[src/rtl/muldiv_unit.sv]
// -----------------------------------------------------------------------------
// muldiv_unit
//
// Multi-cycle M-extension execute unit: low-product multiply (MUL, MULW) and
// all divide/remainder ops (DIV, DIVU, REM, REMU and their W forms).
// Multiply is shift-add, divide is restoring division; both retire one bit per
// cycle for XLEN cycles. Divide-by-zero and signed overflow are resolved at
// accept and skip the iteration entirely.
//
// Optional feature macro: MULDIV_FAST_MUL_EN
//   defined   -> MUL/MULW use a combinational product at accept and finish in
//                one cycle; divides are unchanged.
//   undefined -> MUL/MULW iterate like divides; no multiplier is built.
//
// Ports:
//   clk       single clock, rising edge
//   reset     asynchronous, active-high
//   valid_in  M-extension op present in execute (sampled only when idle)
//   op        decoded op code (see OP_* encodings below)
//   srca      rs1 value (already forwarded)
//   srcb      rs2 value (already forwarded)
//   flush     kill the in-flight op
//   busy      high whenever the unit is not idle (registered)
//   done      one-cycle pulse, result valid while high (registered)
//   result    final value, held until the next completion (registered)
// -----------------------------------------------------------------------------
module muldiv_unit #(
  parameter int XLEN  = 64,
  parameter int CNT_W = 7
) (
  input  logic            clk,
  input  logic            reset,
  input  logic            valid_in,
  input  logic [3:0]      op,
  input  logic [XLEN-1:0] srca,
  input  logic [XLEN-1:0] srcb,
  input  logic            flush,
  output logic            busy,
  output logic            done,
  output logic [XLEN-1:0] result
);

  // Op encodings shared with the decoder.
  localparam logic [3:0] OP_MUL   = 4'd0;
  localparam logic [3:0] OP_MULW  = 4'd1;
  localparam logic [3:0] OP_DIV   = 4'd2;
  localparam logic [3:0] OP_DIVU  = 4'd3;
  localparam logic [3:0] OP_REM   = 4'd4;
  localparam logic [3:0] OP_REMU  = 4'd5;
  localparam logic [3:0] OP_DIVW  = 4'd6;
  localparam logic [3:0] OP_DIVUW = 4'd7;
  localparam logic [3:0] OP_REMW  = 4'd8;
  localparam logic [3:0] OP_REMUW = 4'd9;

  localparam logic [XLEN-1:0] MIN_NEG  = {1'b1, {(XLEN-1){1'b0}}};
  localparam logic [CNT_W-1:0] CNT_LAST = CNT_W'(XLEN - 1);

  typedef enum logic [1:0] {
    ST_IDLE = 2'd0,
    ST_CALC = 2'd1,
    ST_FIN  = 2'd2
  } state_t;

  function automatic logic [XLEN-1:0] sext32(input logic [31:0] v);
    return {{(XLEN-32){v[31]}}, v};
  endfunction

  // ---------------------------------------------------------------------------
  // State
  // ---------------------------------------------------------------------------
  state_t            state_reg;
  logic [CNT_W-1:0]  cnt_reg;
  logic              is_mul_reg;
  logic              is_rem_reg;
  logic              is_w_reg;
  logic              neg_reg;
  // Multiply: a_reg = shifting multiplicand, b_reg = shifting multiplier,
  //           acc_reg = partial product.
  // Divide:   q_reg = dividend shifting out / quotient shifting in,
  //           b_reg = divisor, acc_reg = partial remainder.
  logic [XLEN-1:0]   a_reg;
  logic [XLEN-1:0]   b_reg;
  logic [XLEN-1:0]   acc_reg;
  logic [XLEN-1:0]   q_reg;
  logic              busy_reg;
  logic              done_reg;
  logic [XLEN-1:0]   result_reg;

  // ---------------------------------------------------------------------------
  // Accept-time decode and operand preparation
  // ---------------------------------------------------------------------------
  logic            op_mul, op_w, op_sgn, op_rem;
  logic [XLEN-1:0] a_ext, b_ext, abs_a, abs_b;
  logic            sign_a, sign_b;
  logic            div_zero, div_ovf, special;
  logic [XLEN-1:0] special_raw, special_res;

  always_comb begin
    op_mul = (op == OP_MUL) || (op == OP_MULW);
    op_w   = (op == OP_MULW) || (op == OP_DIVW) || (op == OP_DIVUW) ||
             (op == OP_REMW) || (op == OP_REMUW);
    op_sgn = (op == OP_DIV) || (op == OP_REM) || (op == OP_DIVW) || (op == OP_REMW);
    op_rem = (op == OP_REM) || (op == OP_REMU) || (op == OP_REMW) || (op == OP_REMUW);

    if (op_w) begin
      a_ext = op_sgn ? sext32(srca[31:0]) : {{(XLEN-32){1'b0}}, srca[31:0]};
      b_ext = op_sgn ? sext32(srcb[31:0]) : {{(XLEN-32){1'b0}}, srcb[31:0]};
    end else begin
      a_ext = srca;
      b_ext = srcb;
    end

    sign_a = op_sgn & a_ext[XLEN-1];
    sign_b = op_sgn & b_ext[XLEN-1];
    abs_a  = sign_a ? -a_ext : a_ext;
    abs_b  = sign_b ? -b_ext : b_ext;

    div_zero = op_w ? (srcb[31:0] == 32'd0) : (srcb == '0);
    div_ovf  = op_sgn & (op_w ? ((srca[31:0] == 32'h8000_0000) && (srcb[31:0] == 32'hFFFF_FFFF))
                              : ((srca == MIN_NEG) && (srcb == '1)));
    special  = !op_mul && (div_zero || div_ovf);

    // Both special cases return either the raw dividend, all ones or zero;
    // the W forms then get the usual bit-31 sign extension.
    if (div_zero) begin
      special_raw = op_rem ? srca : '1;
    end else begin
      special_raw = op_rem ? '0 : srca;
    end
    special_res = op_w ? sext32(special_raw[31:0]) : special_raw;
  end

`ifdef MULDIV_FAST_MUL_EN
  logic [XLEN-1:0] fast_prod, fast_res;
  always_comb begin
    fast_prod = srca * srcb;
    fast_res  = op_w ? sext32(fast_prod[31:0]) : fast_prod;
  end
`endif

  // ---------------------------------------------------------------------------
  // One iteration step (both datapaths), plus the final result that is
  // captured on the last CALC edge.
  // ---------------------------------------------------------------------------
  logic [XLEN:0]   trial;
  logic            ge;
  logic [XLEN-1:0] div_r_next, div_q_next, mul_acc_next;
  logic [XLEN-1:0] fin_raw, fin_signed, fin_res;

  always_comb begin
    // Bring down the next dividend bit; the partial remainder can need one
    // extra bit before the trial subtraction.
    trial        = {acc_reg, q_reg[XLEN-1]};
    ge           = trial >= {1'b0, b_reg};
    div_r_next   = ge ? (trial[XLEN-1:0] - b_reg) : trial[XLEN-1:0];
    div_q_next   = {q_reg[XLEN-2:0], ge};
    mul_acc_next = acc_reg + (b_reg[0] ? a_reg : '0);

    if (is_mul_reg) begin
      fin_raw = mul_acc_next;
    end else if (is_rem_reg) begin
      fin_raw = div_r_next;
    end else begin
      fin_raw = div_q_next;
    end
    fin_signed = neg_reg ? -fin_raw : fin_raw;
    fin_res    = is_w_reg ? sext32(fin_signed[31:0]) : fin_signed;
  end

  // ---------------------------------------------------------------------------
  // Control FSM and datapath registers
  // ---------------------------------------------------------------------------
  always_ff @(posedge clk or posedge reset) begin
    if (reset) begin
      state_reg  <= ST_IDLE;
      cnt_reg    <= '0;
      is_mul_reg <= 1'b0;
      is_rem_reg <= 1'b0;
      is_w_reg   <= 1'b0;
      neg_reg    <= 1'b0;
      a_reg      <= '0;
      b_reg      <= '0;
      acc_reg    <= '0;
      q_reg      <= '0;
      busy_reg   <= 1'b0;
      done_reg   <= 1'b0;
      result_reg <= '0;
    end else begin
      case (state_reg)
        ST_IDLE: begin
          done_reg <= 1'b0;
          if (valid_in && !flush) begin
            busy_reg   <= 1'b1;
            cnt_reg    <= '0;
            is_mul_reg <= op_mul;
            is_rem_reg <= op_rem;
            is_w_reg   <= op_w;
            acc_reg    <= '0;
            if (op_mul) begin
              // The low product is sign-agnostic, so raw operands suffice.
              a_reg   <= srca;
              b_reg   <= srcb;
              q_reg   <= '0;
              neg_reg <= 1'b0;
            end else begin
              a_reg   <= '0;
              b_reg   <= abs_b;
              q_reg   <= abs_a;
              neg_reg <= op_rem ? sign_a : (sign_a ^ sign_b);
            end

            if (special) begin
              state_reg  <= ST_FIN;
              done_reg   <= 1'b1;
              result_reg <= special_res;
            end
`ifdef MULDIV_FAST_MUL_EN
            else if (op_mul) begin
              state_reg  <= ST_FIN;
              done_reg   <= 1'b1;
              result_reg <= fast_res;
            end
`endif
            else begin
              state_reg <= ST_CALC;
            end
          end
        end

        ST_CALC: begin
          if (flush) begin
            state_reg <= ST_IDLE;
            busy_reg  <= 1'b0;
            done_reg  <= 1'b0;
          end else begin
            cnt_reg <= cnt_reg + CNT_W'(1);
            if (is_mul_reg) begin
              acc_reg <= mul_acc_next;
              a_reg   <= {a_reg[XLEN-2:0], 1'b0};
              b_reg   <= {1'b0, b_reg[XLEN-1:1]};
            end else begin
              acc_reg <= div_r_next;
              q_reg   <= div_q_next;
            end
            if (cnt_reg == CNT_LAST) begin
              state_reg  <= ST_FIN;
              done_reg   <= 1'b1;
              result_reg <= fin_res;
            end
          end
        end

        ST_FIN: begin
          // Flush here lands in the same place; FIN never accepts.
          state_reg <= ST_IDLE;
          busy_reg  <= 1'b0;
          done_reg  <= 1'b0;
        end

        default: begin
          state_reg <= ST_IDLE;
          busy_reg  <= 1'b0;
          done_reg  <= 1'b0;
        end
      endcase
    end
  end

  assign busy   = busy_reg;
  assign done   = done_reg;
  assign result = result_reg;

endmodule
[config.mk]
export PLATFORM = sky130hd
export DESIGN_NAME = muldiv_unit
export DESIGN_NICKNAME = d
export VERILOG_FILES = /design/src/rtl/muldiv_unit.sv
export SDC_FILE = /design/constraint.sdc
export NUM_CORES = 2
export LEC_CHECK = 0
export CAP_MARGIN = 20
export CELL_PAD_IN_SITES_DETAIL_PLACEMENT = 0
export CELL_PAD_IN_SITES_GLOBAL_PLACEMENT = 1
export CORE_MARGIN = 3
export CORE_UTILIZATION = 49
export CTS_CLUSTER_DIAMETER = 40
export DETAILED_ROUTE_END_ITERATION = 16
export PLACE_DENSITY_LB_ADDON = 0.1
export SYNTH_ARGS = -nofsm -noshare
export SYNTH_HDL_FRONTEND = slang
export SYNTH_SLANG_ARGS = --single-unit
[constraint.sdc]
create_clock -name clk -period 25.7 [get_ports clk]
set_input_delay 5.14 -clock clk [delete_from_list [all_inputs] [get_ports clk]]
set_output_delay 5.14 -clock clk [all_outputs]
set_load 0.005 [all_outputs]
==> impl_metrics.py <==
metrics = {
    "setup_path": {
        "startpoint_type": "input pin",
        "r2r_slack_ns": 17.97,
        "reg2reg_depth": 20,
        "slowest_delay_ns": 0.85,
        "cp_data_required_time_ns": 26.25,
        "reg2reg_from": "b_reg[0]",
        "worstPathMaxFanout": 104,
        "slowest_stage": "nor3_1",
        "crit_chain": "clkdlybuf4s50_1 -> or4_1 -> or4_1 -> nor4_1 -> a21oi_1 -> nor3_1 -> o21ai_0 -> o21ai_0 -> o22ai_4 -> buf_4 -> nor2_1 -> a22o_1 -> a31o_1",
        "critPathArrivalTime_ns": 10.27,
        "endpoint_kind": "register",
        "r2r_end": "result[42]",
        "worst-setup-path-type": "input pin to register",
    },
    "drt": {
        "dr_total_vias": 35605,
        "wl_per_cell_um": 25.04,
        "first_pass_iters": 6,
        "drtIter0Drc": 3825,
        "viasPerCell": 6.586,
        "drc": 0,
        "ant_nets": 0,
        "drt-total-wl_mm": 135.4,
    },
    "cells_and_area": {
        "seqCellArea_um2": 8388,
        "fin_area_um2": 37370,
        "nNetsFinal": 4764,
        "final_util_pct": 57.34,
        "fillers": 6401,
        "antenna_cells": 0,
        "syn2layout_area_growth_pct": 14.48,
        "finalNonFillerCells": 5406,
        "drive_gt1_share_pct": 6.614,
        "multi_input_area_um2": 22490,
    },
    "logic_synthesis": {
        "ys_ff_latch": 335,
        "synth_largest_area_cell": "dfrtp_1",
        "synth-edff-count": 0,
        "async_flop_share_pct": 100.0,
        "avgSynthCellArea_um2": 7.249,
        "yosys-top-cells-area": "dfrtp_1, a21oi_1, o21ai_0",
        "synth_warnings": 0,
        "synth_cell_types": 105,
        "seq_area_frac_synth_pct": 25.68,
        "synth_flop_cell": "dfrtp_1",
        "synth_nets": 4773,
        "syn_inst": 4503,
        "synth_top_area_share_pct": 25.68,
        "syn_area_um2": 32640,
    },
    "place": {
        "dpl.hpwl_mm": 101.2,
        "placed_cell_area_um2": 34920,
        "place_congestion": 1.016,
        "post-place-ws_ns": 15.49,
        "dp.cells": 5273,
        "portBuffers": 201,
    },
    "power": {
        "leakagePower_nw": 15.18,
        "peakVddDrop_v": 0.00008661,
        "powerDensity_nw_per_um2": 110.4,
        "total_power_mw": 4.125,
    },
    "timing": {
        "setup_slack_ns": 15.97,
        "maxSlewHeadroom_pct": 27.47,
        "period_minus_slack_ns": 9.726,
        "hold-worst-slack_ns": 0.4793,
        "setup_viol": 0,
        "tns_ns": 0,
        "hold_violations": 0,
        "clock_skew_ns": 0.02236,
        "max_freq_mhz": 102.8,
        "tightest_slew_ns": 1.078,
        "rsz0062_at_grt": "false",
        "drv_slew": 0,
        "finalCritPeriodShare_pct": 37.85,
    },
    "run": {
        "maxCapViolCount": 0,
    },
    "hold_path": {
        "hp-start": "result[2]",
        "hold_class": "register to register",
        "min_path_cells": 2,
        "min_delay_worst_endpoint": "result[2]",
    },
    "floorplanning": {
        "io_pins": 202,
        "start_util_pct": 50.09,
        "core_um2": 65160,
        "die_w_um": 264.1,
        "die_area_um2": 69750,
        "fp.dieH_um": 264.1,
        "num_rows": 93,
    },
    "clocking": {
        "htree_levels": 3,
        "post_cts_buffers": 0,
        "path_clk_slew_ns": 0.05,
        "tritoncts": "yes",
        "cts.sinks": 335,
        "numCtsBuffers": 71,
        "cts_root_buf": "clkbuf_16",
        "cts_resized": 0,
        "cts_max_path_buffers": 3,
        "clkLatencyLatePin_ns": 0.62,
        "cts_hold_buf": 0,
    },
    "global_route": {
        "grt_first_pass_wirelength_mm": 203.5,
        "grt_max_degree": 179,
        "grt_remaining_overflow": 0,
        "grt_pass1_vias": 33625,
        "grt_antenna_before_repair": 0,
        "grt_usage_pct": 37.37,
    },
    "outcome": {
        "outcome": "complete, no violations",
    },
}
## cell usage in the layout, fill, tap and decap left out, types with 36 or more instances in the layout
| master | Yosys | routed |
|---|---|---|
| a211oi_1 | 50 | 50 |
| a21o_1 | 58 | 58 |
| a21oi_1 | 509 | 508 |
| a22o_1 | 39 | 39 |
| a22oi_1 | 58 | 58 |
| a31oi_1 | 111 | 111 |
| and2_1 | 95 | 94 |
| buf_4 | 6 | 58 |
| clkbuf_16 | 0 | 72 |
| clkdlybuf4s50_1 | 0 | 201 |
| dfrtp_1 | 335 | 333 |
| ha_1 | 132 | 132 |
| inv_1 | 131 | 129 |
| nand2_1 | 510 | 509 |
| nand2b_1 | 38 | 36 |
| nand3_1 | 139 | 139 |
| nand4_1 | 83 | 83 |
| nor2_1 | 466 | 463 |
| nor3_1 | 75 | 72 |
| o211ai_1 | 88 | 88 |
| o21ai_0 | 392 | 389 |
| o31ai_1 | 55 | 55 |
| or3_1 | 39 | 39 |
| xnor2_1 | 124 | 124 |
| xor2_1 | 93 | 93 |
## Yosys cell counts, drive strengths merged, types with 58 or more instances
master    n
o21ai   405
nor2    466
a21oi   517
o211ai   88
a22oi    58
o31ai    59
nand4    84
a31oi   111
and2     98
nand2   510
ha      132
dfrtp   335
a21o     58
clkbuf  270
xor2     93
nand3   140
xnor2   124
nor3     77
buf      75
inv     131
## worst max-delay path by stage
stage / startpoint / end / slack (ns) / cells after the start
3_3_place_gp: srcb[47] / result[45] / 15.60 / 13
2_1_floorplan: reset / a_reg[0] / 11.28 / 1
3_5_place_dp: srcb[47] / result[61] / 15.49 / 13
6_report: srcb[47] / result[61] / 15.97 / 13
4_1_cts: srcb[47] / result[61] / 16.11 / 13
5_1_grt: srca[10] / q_reg[59] / 15.74 / 17
## where the power goes
group          internal [mW]  leakage (nW)  total [mW]  switching [mW]
clock network          0.604          1.17       0.943           0.340
registers              0.675          4.12       0.866           0.190
logic                  0.795          9.88        2.32            1.52
## critical path, delay by kind of cell
kind	cells	cell delay, ns
buf+inv	2	0.97
simple gates	5	2.87
compound gates	6	1.26
## routing by layer
| metal | part of all wire, % | vias to the layer above | GRT usage [%] |
|---|---|---|---|
| li1 | - | 16548 | - |
| met1 | 40 | 17139 | 46.71 |
| met2 | 46 | 1498 | 60.60 |
| met3 | 6.1 | 420 | 4.787 |
| met4 | 7.8 | 0 | 24.61 |
| met5 | 0 | - | 0 |
## logic make-up (layout without fill, tap and decap cells)
| family | after synthesis | after routing | share of synthesized area (%) |
|---|---|---|---|
| fa+ha+maj | 134 | 134 | 5.183 |
| flops | 335 | 335 | 25.68 |
| xor+xnor | 217 | 217 | 5.823 |
| mux | 35 | 35 | 1.135 |
| simple gates | 1629 | 1629 | 23.66 |
| compound gates | 1677 | 1677 | 32.68 |
| buf+inv | 476 | 524 | 5.838 |
## area by class of cell
| class | instances | share of cell area, % |
|---|---|---|
| multi-input combinational | 3692 | 60.20 |
| clock inverter | 46 | 1.423 |
| sequential | 335 | 22.45 |
| clock buffer | 84 | 5.049 |
| tap | 855 | 2.863 |
| timing repair buffer | 263 | 6.683 |
| inverter | 131 | 1.336 |
Power figures use the tool's default switching activity.
